--- config.mk ---
export PLATFORM = sky130hd
export DESIGN_NAME = uart_tx_fifo
export DESIGN_NICKNAME = d
export VERILOG_FILES = /design/src/rtl/uart_tx_fifo_pkg.sv /design/src/rtl/uart_tx_fifo_sync.sv /design/src/rtl/uart_tx_fifo.sv
export SDC_FILE = /design/constraint.sdc
export NUM_CORES = 1
export LEC_CHECK = 0
export CORE_ASPECT_RATIO = 0.75
export CORE_MARGIN = 5
export CORE_UTILIZATION = 50
export CTS_CLUSTER_DIAMETER = 100
export DETAILED_ROUTE_END_ITERATION = 8
export GPL_ROUTABILITY_DRIVEN = 1
export GPL_TIMING_DRIVEN = 0
export MAX_ROUTING_LAYER = met4
export PLACE_DENSITY = 0.78
export SYNTH_ARGS = -nofsm -noshare
export SYNTH_HDL_FRONTEND = slang
export SYNTH_HIERARCHICAL = 1
export SYNTH_SLANG_ARGS = --single-unit
--- constraint.sdc ---
create_clock -name clk -period 4.8 [get_ports clk]
set_input_delay 0.48 -clock clk [delete_from_list [all_inputs] [get_ports clk]]
set_output_delay 0.48 -clock clk [all_outputs]
set_load 0.02 [all_outputs]
--- src/rtl/uart_tx_fifo_pkg.sv ---
// Shared definitions for the FIFO-buffered UART transmitter:
// FSM state encoding, parity codes and the bit-time divisor resolution.
package uart_tx_fifo_pkg;

   typedef enum logic [2:0] {
      ST_IDLE   = 3'd0,
      ST_START  = 3'd1,
      ST_DATA   = 3'd2,
      ST_PARITY = 3'd3,
      ST_STOP   = 3'd4
   } state_e;

   localparam logic [1:0] PAR_ODD  = 2'b01;
   localparam logic [1:0] PAR_EVEN = 2'b10;

   // A divisor of 0 selects the build-time default, and 1 is raised to 2 so
   // that the tx_done lookahead (one clock before the bit ends) always exists.
   function automatic logic [31:0] resolve_div(input logic [31:0] cfg, input logic [31:0] def_div);
      if (cfg == 32'd0)
         return def_div;
      else if (cfg == 32'd1)
         return 32'd2;
      return cfg;
   endfunction

   function automatic logic parity_en(input logic [1:0] par);
      return (par == PAR_ODD) || (par == PAR_EVEN);
   endfunction

endpackage

--- src/rtl/uart_tx_fifo_sync.sv ---
// Single-clock FIFO with first-word-fall-through read and registered
// full/empty/level flags; reports a dropped write one cycle later on ovf_o.
module uart_tx_fifo_sync #(
   parameter int DEPTH = 16,
   parameter int DW    = 8
) (
   input  logic                       clk,
   input  logic                       nrst,
   input  logic                       wrreq_i,
   input  logic [DW-1:0]              wdata_i,
   input  logic                       rd_i,
   output logic [DW-1:0]              rdata_o,
   output logic                       full_o,
   output logic                       empty_o,
   output logic [$clog2(DEPTH):0]     level_o,
   output logic                       ovf_o
);

   localparam int AW = $clog2(DEPTH);
   localparam logic [AW:0] FULL_LVL = (AW+1)'(DEPTH);

   logic [DW-1:0] mem_q [DEPTH];
   logic [AW-1:0] wr_ptr_q, rd_ptr_q;
   logic [AW:0]   level_q, level_d;
   logic          full_q, empty_q, ovf_q;
   logic          wr_en, rd_en;

   always_comb begin
      wr_en   = wrreq_i && !full_q;
      rd_en   = rd_i && !empty_q;
      level_d = level_q;
      if (wr_en && !rd_en)
         level_d = level_q + 1'b1;
      else if (!wr_en && rd_en)
         level_d = level_q - 1'b1;
   end

   always_ff @(posedge clk or negedge nrst) begin
      if (!nrst) begin
         wr_ptr_q <= '0;
         rd_ptr_q <= '0;
         level_q  <= '0;
         full_q   <= 1'b0;
         empty_q  <= 1'b1;
         ovf_q    <= 1'b0;
      end else begin
         if (wr_en)
            wr_ptr_q <= wr_ptr_q + 1'b1;
         if (rd_en)
            rd_ptr_q <= rd_ptr_q + 1'b1;
         level_q <= level_d;
         full_q  <= (level_d == FULL_LVL);
         empty_q <= (level_d == '0);
         // Overflow is judged on the registered full flag, so a pop in the
         // same cycle does not rescue the dropped byte.
         ovf_q   <= wrreq_i && full_q;
      end
   end

   always_ff @(posedge clk) begin
      if (wr_en)
         mem_q[wr_ptr_q] <= wdata_i;
   end

   assign rdata_o = mem_q[rd_ptr_q];
   assign full_o  = full_q;
   assign empty_o = empty_q;
   assign level_o = level_q;
   assign ovf_o   = ovf_q;

endmodule

--- src/rtl/uart_tx_fifo.sv ---
// UART transmitter with input FIFO: runtime divisor, 5..8 data bits,
// optional odd/even parity and 1 or 2 stop bits, frames sent back-to-back.
module uart_tx_fifo
   import uart_tx_fifo_pkg::*;
#(
   parameter int FREQ     = 50_000_000,
   parameter int BAUDRATE = 115200,
   parameter int DW       = 8,
   parameter int DEPTH    = 16,
   parameter int DIV_W    = 16
) (
   input  logic                    clk,
   input  logic                    nrst,
   input  logic [DIV_W-1:0]        cfg_div,
   input  logic [1:0]              cfg_dbits,
   input  logic [1:0]              cfg_par,
   input  logic                    cfg_stop2,
   input  logic                    wrreq,
   input  logic [DW-1:0]           wdata,
   output logic                    full,
   output logic [$clog2(DEPTH):0]  level,
   output logic                    ovf,
   output logic                    tx,
   output logic                    busy,
   output logic                    tx_done
);

   localparam logic [DIV_W-1:0] DEF_DIV = DIV_W'(FREQ / BAUDRATE);

   logic            fifo_empty;
   logic [DW-1:0]   fifo_rdata;

   state_e          state_q;
   logic [DIV_W-1:0] div_cnt_q, div_q;
   logic [2:0]      bit_cnt_q;
   logic [DW-1:0]   data_q;
   logic [1:0]      dbits_q, par_q;
   logic            stop2_q, acc_q, tx_q, busy_q, done_q;

   logic [DIV_W-1:0] div_eff;
   logic            bit_end, last_data, last_stop, par_en, frame_end, pop, done_next;
   logic            cur_bit, next_bit;

   uart_tx_fifo_sync #(
      .DEPTH (DEPTH),
      .DW    (DW)
   ) u_fifo (
      .clk     (clk),
      .nrst    (nrst),
      .wrreq_i (wrreq),
      .wdata_i (wdata),
      .rd_i    (pop),
      .rdata_o (fifo_rdata),
      .full_o  (full),
      .empty_o (fifo_empty),
      .level_o (level),
      .ovf_o   (ovf)
   );

   always_comb begin
      div_eff   = DIV_W'(resolve_div(32'(cfg_div), 32'(DEF_DIV)));
      bit_end   = (div_cnt_q == div_q - DIV_W'(1));
      last_data = (bit_cnt_q == ({1'b0, dbits_q} + 3'd4));
      last_stop = (bit_cnt_q[0] == stop2_q);
      par_en    = parity_en(par_q);
      cur_bit   = data_q[bit_cnt_q];
      next_bit  = data_q[bit_cnt_q + 3'd1];
      frame_end = (state_q == ST_STOP) && bit_end && last_stop;
      // Popping on the last stop clock lets the next start bit follow with no gap.
      pop       = !fifo_empty && ((state_q == ST_IDLE) || frame_end);
      done_next = (state_q == ST_STOP) && last_stop && (div_cnt_q == div_q - DIV_W'(2));
   end

   always_ff @(posedge clk or negedge nrst) begin
      if (!nrst) begin
         state_q   <= ST_IDLE;
         div_cnt_q <= '0;
         div_q     <= DIV_W'(2);
         bit_cnt_q <= '0;
         data_q    <= '0;
         dbits_q   <= '0;
         par_q     <= '0;
         stop2_q   <= 1'b0;
         acc_q     <= 1'b0;
         tx_q      <= 1'b1;
         busy_q    <= 1'b0;
         done_q    <= 1'b0;
      end else begin
         done_q    <= done_next;
         div_cnt_q <= div_cnt_q + DIV_W'(1);
         if (pop) begin
            state_q   <= ST_START;
            div_cnt_q <= '0;
            div_q     <= div_eff;
            bit_cnt_q <= '0;
            data_q    <= fifo_rdata;
            dbits_q   <= cfg_dbits;
            par_q     <= cfg_par;
            stop2_q   <= cfg_stop2;
            acc_q     <= 1'b0;
            tx_q      <= 1'b0;
            busy_q    <= 1'b1;
         end else begin
            unique case (state_q)
               ST_IDLE: begin
                  div_cnt_q <= '0;
               end
               ST_START: begin
                  if (bit_end) begin
                     state_q   <= ST_DATA;
                     div_cnt_q <= '0;
                     bit_cnt_q <= '0;
                     tx_q      <= data_q[0];
                  end
               end
               ST_DATA: begin
                  if (bit_end) begin
                     div_cnt_q <= '0;
                     acc_q     <= acc_q ^ cur_bit;
                     if (last_data) begin
                        bit_cnt_q <= '0;
                        if (par_en) begin
                           state_q <= ST_PARITY;
                           tx_q    <= acc_q ^ cur_bit ^ (par_q == PAR_ODD);
                        end else begin
                           state_q <= ST_STOP;
                           tx_q    <= 1'b1;
                        end
                     end else begin
                        bit_cnt_q <= bit_cnt_q + 3'd1;
                        tx_q      <= next_bit;
                     end
                  end
               end
               ST_PARITY: begin
                  if (bit_end) begin
                     state_q   <= ST_STOP;
                     div_cnt_q <= '0;
                     bit_cnt_q <= '0;
                     tx_q      <= 1'b1;
                  end
               end
               ST_STOP: begin
                  if (bit_end) begin
                     div_cnt_q <= '0;
                     if (last_stop) begin
                        state_q   <= ST_IDLE;
                        bit_cnt_q <= '0;
                        busy_q    <= 1'b0;
                     end else begin
                        bit_cnt_q <= bit_cnt_q + 3'd1;
                     end
                  end
               end
               default: begin
                  state_q <= ST_IDLE;
                  tx_q    <= 1'b1;
                  busy_q  <= 1'b0;
               end
            endcase
         end
      end
   end

   assign tx      = tx_q;
   assign busy    = busy_q;
   assign tx_done = done_q;

endmodule
# Word-level counts from Yosys, hierarchy flattened
# Memories as Yosys holds them, arrays and structs flattened. A register that Yosys moved wholly into a read port is not among the register bits.
# Cells that the tools add are included.
# Widths: inputs -> output; s select.
[totals]
ff_bits = 63
elab_cells = 131
mem_bits_rw = 128
inputBits = 32
output_inout_bits = 10
n_memories = 1
[classes]
n_eq_ne = 22
n_mux = 46
n_reduce_logical = 32
bitwise_logic = 2
order_cmp = 2
n_addsub = 9
[memory_table]
columns = ["name", "depth", "width", "read_ports", "rd_ports_with_merged_regs", "wr", "line", "text"]
rows = [
  ["u_fifo.mem_q", 16, 8, 1, 1, 1, "uart_tx_fifo_sync.sv:22", "logic [DW-1:0] mem_q [DEPTH];"],
]
[op_table]
columns = ["op", "n"]
rows = [
  ["$mux 16", 5],
  ["$mux 3", 14],
  ["$eq 16x16->1", 2],
  ["$pmux 16 s2", 1],
  ["$mux 1", 18],
  ["$ne 3x2->1 const B", 6],
  ["$add 16x1->16 const B", 1],
  ["$eq 16x1->1 const B", 1],
  ["$logic_not 16->1", 1],
  ["$sub 16x1->16 const B", 1],
  ["$sub 16x2->16 const B", 1],
  ["$pmux 3 s5", 1],
  ["$logic_and 1x1->1", 10],
  ["$mux 5", 2],
  ["$pmux 3 s3", 1],
  ["$add 4x1->4 const B", 2],
  ["$lt 3x4->1 const B", 2],
  ["$reduce_and 4->1", 2],
  ["$reduce_or 4->1", 2],
  ["$reduce_and 7->1", 1],
  ["$bmux 1 s3", 2],
  ["$eq 3x2->1 const B", 2],
  ["$ne 2x1->1 const B", 3],
  ["$add 5x1->5 const B", 1],
  ["23 further kinds", 31],
]

# Logic depth before layout (Yosys ltp)
# Gate-level depths: netlist of run 1.
[logic_depth]
depth_word = 11
mapped_depth = 19
mapped_depth_nobuf = 16

# By module
# Netlist of run 1, hierarchy kept.
[by_module_without_submodules]
columns = ["module", "cells_each", "seq_area_each_um2", "n_inst", "area_per_inst_um2"]
rows = [
  ["uart_tx_fifo_sync", 298, 4245.3, 1, 5828.1],
  ["uart_tx_fifo", 406, 1378.8, 1, 3843.7],
]

# Least setup slack after synthesis of run 1
# No wires, ideal clock.
[synth_timing]
path_kind = "register to register"
start = "reg div_q[2]"
end = "reg u_fifo.empty_q (netlist: u_fifo/empty_o)"
n_path_buf = 3
arrival_ns = 3.602
synth_period_minus_slack_ns = 3.684
path_stages_with_launch = 20
setup_slack_ns = 1.116
t_required_ns = 4.718
setup_ns = 0.082
cell_sequence = "dfrtp_1 -> inv_1 -> ha_1 -> buf_2 -> or4b_4 -> a2111oi_2 -> o21a_1 -> o22ai_1 -> nor4_4 -> nand3_2 -> a21o_1 -> inv_2 -> buf_4 -> nor2b_1 -> buf_2 -> nor3_1 -> a31oi_1 -> xor2_1 -> inv_1 -> nor3_1"
[synth_between]
elab_chain_cells = 11
word_cells_on_any_way = 13
cone_classes = "1 x add/sub; 1 x eq/ne; 2 x mux; 9 x reduce/logical"
[synth_rtl]
columns = ["element", "line", "text"]
rows = [
  ["start, declared", "uart_tx_fifo.sv:34", "logic [DIV_W-1:0] div_cnt_q, div_q;"],
  ["start signal, assigned", "uart_tx_fifo.sv:94", "div_q <= div_eff;"],
  ["$sub 16x1->16 (*)", "uart_tx_fifo.sv:62", "bit_end = (div_cnt_q == div_q - DIV_W'(1));"],
  ["$eq 16x16->1 (*)", "uart_tx_fifo.sv:62", ""],
  ["$logic_and 1x1->1 (*) (2 in series)", "uart_tx_fifo.sv:68", "frame_end = (state_q == ST_STOP) && bit_end && last_stop;"],
  ["$logic_or 1x1->1 (*)", "uart_tx_fifo.sv:70", "pop = !fifo_empty && ((state_q == ST_IDLE) || frame_end);"],
  ["$logic_and 1x1->1 (*)", "uart_tx_fifo.sv:70", ""],
  ["net pop", "uart_tx_fifo.sv:41", "logic bit_end, last_data, last_stop, par_en, frame_end, pop, done_next;"],
  ["$logic_and 1x1->1 (*)", "uart_tx_fifo_sync.sv:30", "rd_en = rd_i && !empty_q;"],
  ["$logic_and 1x1->1 or $logic_not 1->1 (tied branches)", "uart_tx_fifo_sync.sv:34, uart_tx_fifo_sync.sv:32", ""],
  ["$mux 5 or $logic_and 1x1->1 (tied branches)", "uart_tx_fifo_sync.sv:34, uart_tx_fifo_sync.sv:32", ""],
  ["$mux 5 (*)", "uart_tx_fifo_sync.sv:32", "if (wr_en && !rd_en)"],
  ["net u_fifo.level_d[4]", "uart_tx_fifo_sync.sv:24", "logic [AW:0] level_q, level_d;"],
  ["$logic_not 5->1 (*)", "uart_tx_fifo_sync.sv:53", "empty_q <= (level_d == '0);"],
  ["end signal, assigned", "uart_tx_fifo_sync.sv:53", ""],
  ["end, declared", "uart_tx_fifo_sync.sv:25", "logic full_q, empty_q, ovf_q;"],
]
# Mark *: on every way through the listed nets, which the timed path passes. The rest lies on a longest branch.
# A chain may end at the register's enable or synchronous reset.

# Final worst setup path of run 1
# Ends and elaborated chain as after synthesis.

==> results of run 1 <==
-- flip-flops by register name (all words and copies together), names as in the netlist, 2 cells and up --
signal	flops
div_cnt_q	16
u_fifo/rd_ptr_q	4
div_q	16
bit_cnt_q	3
state_q	3
par_q	2
dbits_q	2
u_fifo/level_o	5
u_fifo/wr_ptr_q	4
data_q	8
u_fifo/mem_q	128
-- metrics by stage --
step                utilization [%]  hold slack [ps]  setup WS, ps
floorplan                         -              184          1120
global placement               54.3              489           326
detailed placement             54.4              443           282
CTS                            57.6              520           224
global route                   57.9              545          32.5
finish                         57.9              519           238
-- cell type report --
cell class                 count  area share [%]
sequential                   199            50.7
multi-input combinational    440            33.5
timing repair buffer          48            4.29
clock buffer                  17            3.84
tap                          253            2.86
buffer                        41            2.37
clock inverter                15            1.61
inverter                      24           0.813
-- cells by family after synthesis --
group | count (synthesis)
simple gates | 216
flops | 199
compound gates | 80
mux | 71
buf+inv | 65
xor+xnor | 59
fa+ha+maj | 14
-- metal layers --
layer	track usage, %	wire, µm	up-vias
li1	-	-	2788
met1	30.3	9710	3093
met2	28.8	9450	309
met3	5.29	2100	29
met4	4.04	240	0
met5	-	0	-
-- what timing repair did --
| action | in CTS | in global routing |
|---|---|---|
| hold buffers | 1 | 0 |
| buffers inserted | 0 | 5 |
| setup endpoints to repair | 0 | 2 |
| gates resized for setup | 0 | 4 |
| hold endpoints to repair | 26 | 0 |
-- critical path, delay by kind of cell (launching register included) --
| family | cells | cell delay [ps] |
|---|---|---|
| compound gates | 5 | 1130 |
| flops | 1 | 490 |
| xor+xnor | 1 | 210 |
| buf+inv | 6 | 950 |
| fa+ha+maj | 1 | 130 |
| simple gates | 6 | 1540 |
-- placed cells by master, fill, tap and decap left out, drive strengths merged, types with 11 or more instances in the layout --
| cell | synthesis | layout |
|---|---|---|
| edfxtp | 128 | 128 |
| dfrtp | 68 | 68 |
| nor2 | 50 | 50 |
| xnor2 | 45 | 45 |
| nand2 | 41 | 41 |
| clkdlybuf4s50 | 0 | 40 |
| mux4 | 36 | 36 |
| clkbuf | 16 | 34 |
| inv | 24 | 31 |
| buf | 23 | 29 |
| mux2 | 23 | 23 |
| nor3 | 22 | 22 |
| and2 | 20 | 20 |
| a22oi | 20 | 20 |
| nand3 | 18 | 18 |
| nand4 | 14 | 14 |
| xor2 | 14 | 14 |
| ha | 13 | 13 |
| and3 | 12 | 12 |
| mux2i | 12 | 12 |
| a21oi | 11 | 11 |
-- power by group --
part	leakage (nW)	total (W)	internal (W)	switching [W]
sequential	2.03	0.00240	0.00215	0.000246
combinational	1.70	0.00227	0.00102	0.00125
clock	0.296	0.00144	0.000749	0.000692
total	4.02	0.00612	0.00393	0.00219
-- final timing paths --
kind / start / end
setup / recovery: div_q[2] / u_fifo/empty_o
hold / removal: nrst / div_q[7]
setup reg to reg: div_q[2] / u_fifo/empty_o
hold reg to reg: data_q[6] / data_q[6]
max in group asynchronous: nrst / tx
min in group clk: data_q[6] / data_q[6]
==> reports/results.txt, run 1 <==
outcome: finished, final reports clean
Core Area: 0.0192 mm²
DR DRC count: 0
routability cong.: 0.899
Max Slew Vio Count: 0
DR iter-0 viols: 697
clock buffer depth: 2
most frequent cells after synthesis: edfxtp_1, dfrtp_1, nor2_1, xnor2_1, nand2_1
WL per Instance: 20.7 µm
clk_lat worst skew: 430 ps
Placed Instances: 999
Post-Synth XOR/XNOR Area: 5.34%
sequential share of the synthesized area: 58.2%
main combinational cell family by area after synthesis: multiplexers
I/O pins: 42
Mapped Area: 0.00967 mm²
Avg Vias per Cell: 6.00
DP Area: 0.0104 mm²
r2r worst-path depth: 19
Area growth syn-to-layout: 14.6%
vias in the first global route: 5,920
crit-path cells: inv_1 > ha_1 > buf_2 > or4b_4 > a2111oi_2 > o21a_1 > o22ai_1 > nor4_4 > nand3_2 > a21o_1 > inv_2 > buf_6 > nor2b_1 > clkbuf_4 > nor3_1 > a31oi_1 > xor2_1 > inv_1 > nor3_1
Mapped Nets: 749
WP data required: 5130 ps
Peak Freq: 0.219 GHz
Antenna Cells: 0
Power Density: 552 mW/mm²
final instance area: 0.0111 mm²
Port Buf Inserts: 41
Synth Area in Compound Gates: 5.86%
Initial Util: 50.5%
yosys warns: 6
asr flop ratio synth: 35.7%
area occupied by multi-input gates: 0.00371 mm²
FILL cells: 1,491
CP Capture Type: flop
htree depth: 4
Root Buffer: clkbuf_16
transition time of the tightest slew-check pin: 740 ps
Post-synth top flop: edfxtp_1
synth top area cells: edfxtp_1, dfrtp_1, mux4_2
Synth cell types: 70
class of the worst hold path: input pin to async pin
first-pass GRT wire length: 33,400 µm
crit share post-route: 95.1%
Clk pin slew, worst setup/hold paths: 80 ps
Final Hold Fails: 0
# setup viols final: 0
Avg Inst Size Synth: 13.7 µm²
Static Leak: 4.02 nW
RSZ-0062 raised after global routing: false
crit-path max cell delay: 530 ps
hpwl dp: 14,900 µm
DIE WIDTH: 171 µm
DR vias: 6,219
Sequential cell area: 0.00562 mm²
crit path time final: 4560 ps
post-route ant nets: 0
die area: 0.0223 mm²
flops & latches, synth: 199
Post-Synthesis Cells: 704
initial antenna violation count: 0
total of max-cap violations: 0
row count: 44
non-filler cells, final: 1,037
CTS tree: yes
reg2reg setup slack: 240 ps
simple-gate share of the synthesized area: 12.1%
WS Path Type: flop to flop
setup TNS: 0 ps
Post-Synth Adder-Cell Area: 1.80%
maximum vdd ir drop: 328 µV
GRT Total Usage: 20.4%
largest net degree at the start of global routing: 44
# nets final: 816
Final Power: 0.00612 W
Critical Path AT: 4890 ps
post-synth top area share: 39.7%
Layout Skew: 13.2 ps
GRT overflow: 0
most frequent cell after synthesis: edfxtp_1
share of layout cells above drive strength 1: 15.2%
Die H: 130 µm
biggest area consumer among synthesized cells: edfxtp_1
Critical Path Fanout Max: 11
mux share of post-synthesis cell area: 13.2%
Sink Count: 199
WL final: 21,500 µm
Slew HR: 50.2%
TritonCTS Buffers: 17
CP startpoint kind: flop
Crit-path slowest cell: or4b_4
TritonRoute pass-1 iters: 5
count of flip-flops with a built-in enable after synthesis: 128
Power figures use the tool's default switching activity.
==> inputs of run 2 (changes only) <==
- CORE_ASPECT_RATIO: 0.75 -> 0.5
- RECOVER_POWER: not set -> 100
==> reports/results.txt, run 2 (same netlist as run 1, synthesis figures left out) <==
outcome: finished with violations
failing checks: capacitance limit, slew limit
initial antenna violation count: 1 (+1)
htree depth: 4 (unchanged)
crit-path cells: inv_1 > ha_1 > buf_2 > or4b_4 > a2111oi_2 > o21a_1 > o22ai_1 > nor4_4 > nand3_2 > a21o_1 > inv_2 > buf_4 > nor2b_1 > buf_2 > nor3_1 > a31oi_1 > xor2_1 > inv_1 > nor3_2
Core Area: 0.0187 mm² (-2.4%)
Critical Path Fanout Max: 11 (unchanged)
CP startpoint kind: flop
Initial Util: 51.7% (+1.2 points)
Root Buffer: clkbuf_16
pre-CTS WS: 249 ps (-32.9 ps)
Max Slew Vio Count: 55 (+55)
total of max-cap violations: 1 (+1)
CTS tree: yes
Critical Path AT: 4750 ps (-140 ps)
Power Density: 546 mW/mm² (-1.1%)
max FFs per register: 128 (unchanged)
clock buffer depth: 2 (unchanged)
vias in the first global route: 6,031 (+1.9%)
Die H: 108 µm (-17%)
TritonRoute pass-1 iters: 5 (unchanged)
area occupied by multi-input gates: 0.00368 mm² (-0.88%)
clk_lat worst skew: 430 ps (about the same)
share of layout cells above drive strength 1: 12.7% (-2.5 points)
RSZ-0062 raised after global routing: false
post-route ant nets: 0 (unchanged)
GRT overflow: 0 (unchanged)
final worst slack: 398 ps (+161 ps)
Static Leak: 3.93 nW (-2.4%)
CP delay by family, top: simple AND/OR/NAND/NOR gates
WS Path Type: flop to flop
commonest non-fill, non-tap cell in the layout: edfxtp_1
WL per Instance: 19.8 µm (-4.3%)
Peak Freq: 0.227 GHz (+3.7%)
# setup viols final: 0 (unchanged)
routability cong.: 0.868 (-3.4%)
Sink Count: 199 (unchanged)
row count: 35 (-20%)
Port Buf Inserts: 41 (unchanged)
die area: 0.0224 mm² (+0.63%)
TritonCTS Buffers: 17 (unchanged)
Crit-path slowest cell: or4b_4
GRT Total Usage: 19.7% (-0.74 points)
Clk pin slew, worst setup/hold paths: 80 ps (about the same)
DR DRC count: 0 (unchanged)
reg2reg setup slack: 400 ps (+160 ps)
DR vias: 6,056 (-2.6%)
commonest cells after routing, fill and taps aside: edfxtp_1, dfrtp_1, nor2_1, xnor2_1, nand2_1
CP Capture Type: flop
setup TNS: 0 ps (unchanged)
Final Power: 0.00601 W (-1.8%)
largest net degree at the start of global routing: 55 (+25%)
transition time of the tightest slew-check pin: 2490 ps (+1750 ps)
Most flops, register: u_fifo/mem_q
Avg Vias per Cell: 5.81 (-3.1%)
hpwl dp: 14,000 µm (-5.8%)
Worst Path Buf+Inv: 6 (unchanged)
first-pass GRT wire length: 32,800 µm (-1.8%)
crit-path max cell delay: 530 ps (about the same)
Slew HR: -65.7% (-120 points)
Top Registers: u_fifo/mem_q x128, div_cnt_q x16, div_q x16
Layout Skew: 15.9 ps (+2.77 ps)
WP data required: 5140 ps (about the same)
DIE WIDTH: 207 µm (+21%)
FILL cells: 1,463 (-1.9%)
maximum vdd ir drop: 330 µV (+0.57%)
DR iter-0 viols: 513 (-26%)
Final Hold Fails: 0 (unchanged)
crit share post-route: 91.7% (-3.3 points)
I/O pins: 42 (unchanged)
Area growth syn-to-layout: 13.8%
class of the worst hold path: flop to flop
WL final: 20,700 µm (-3.8%)
Hold WS: 509 ps (-10.1 ps)
# nets final: 814 (-0.25%)
crit path time final: 4400 ps (-161 ps)
Sequential cell area: 0.00562 mm² (unchanged)
-- run 2: cell types whose count changed in the layout (fill, tap and decap cells not counted), moves of 3 or more --
cell,before,now
and2_1,20,4
clkdlybuf4s50_1,40,21
inv_12,0,3
mux2_1,10,19
buf_4,9,4
dlygate4sd3_1,1,20
buf_6,7,4
mux2_4,10,1
and2_0,0,16
clkbuf_1,16,23
-- run 2: final cells by class --
class,count,area share (%)
sequential,199,51.1
multi-input combinational,440,33.4
timing repair buffer,46,4.02
clock buffer,17,3.86
tap,259,2.94
buffer,41,2.11
clock inverter,15,1.71
inverter,24,0.818
antenna,1,0.0227
-- run 2: worst register-to-register path: stages (launching register included) --
cell	delay (ps)
dfrtp_1	480
inv_1	100
ha_1	130
buf_2	190
or4b_4	530
a2111oi_2	370
o21a_1	170
o22ai_1	110
nor4_4	280
nand3_2	160
a21o_1	280
inv_2	110
buf_4	230
nor2b_1	160
buf_2	200
nor3_1	90
a31oi_1	220
xor2_1	230
inv_1	90
nor3_2	190
-- run 2: repair_timing --
action / 4_1_cts / 5_1_grt
setup endpoints to repair: 0 / 1
resized for setup: 0 / 2
hold endpoints to repair: 16 / 0
setup buffers: 0 / 3
hold buffers: 1 / 0
-- run 2: final timing paths --
path,startpoint,to,cells after the start
max,div_q[2],u_fifo/empty_o,19
min,div_q[15],div_q[15],1
max reg2reg,div_q[2],u_fifo/empty_o,19
min reg2reg,div_q[15],div_q[15],1
max in group asynchronous,nrst,div_cnt_q[13],3
min in group asynchronous,nrst,stop2_q,2
-- run 2: metal layers --
metal / up-vias / part of all wire (%) / GRT usage, %
met3: 38 / 6.1 / 4.35
met1: 3038 / 44 / 26.8
met5: - / 0 / -
li1: 2787 / - / -
met2: 193 / 47 / 30.1
met4: 0 / 2.7 / 5.94
-- run 2: stage by stage --
| step | std cells | util, % | instance area (µm²) |
|---|---|---|---|
| final | 1042 | 58.9 | 11000 |
| after floorplan | 704 | - | 9670 |
| after CTS | 1038 | 59.1 | 11100 |
| after global routing | 1042 | 58.9 | 11000 |
| after detailed placement | 1005 | 55.8 | 10400 |
| after global placement | 1004 | 55.7 | 10400 |
-- run 2: power breakdown --
part	leakage [nW]	internal, W	switching, W
Sequential	2.03	0.00215	0.000238
Clock	0.295	0.000719	0.000741
Combinational	1.60	0.000972	0.00119
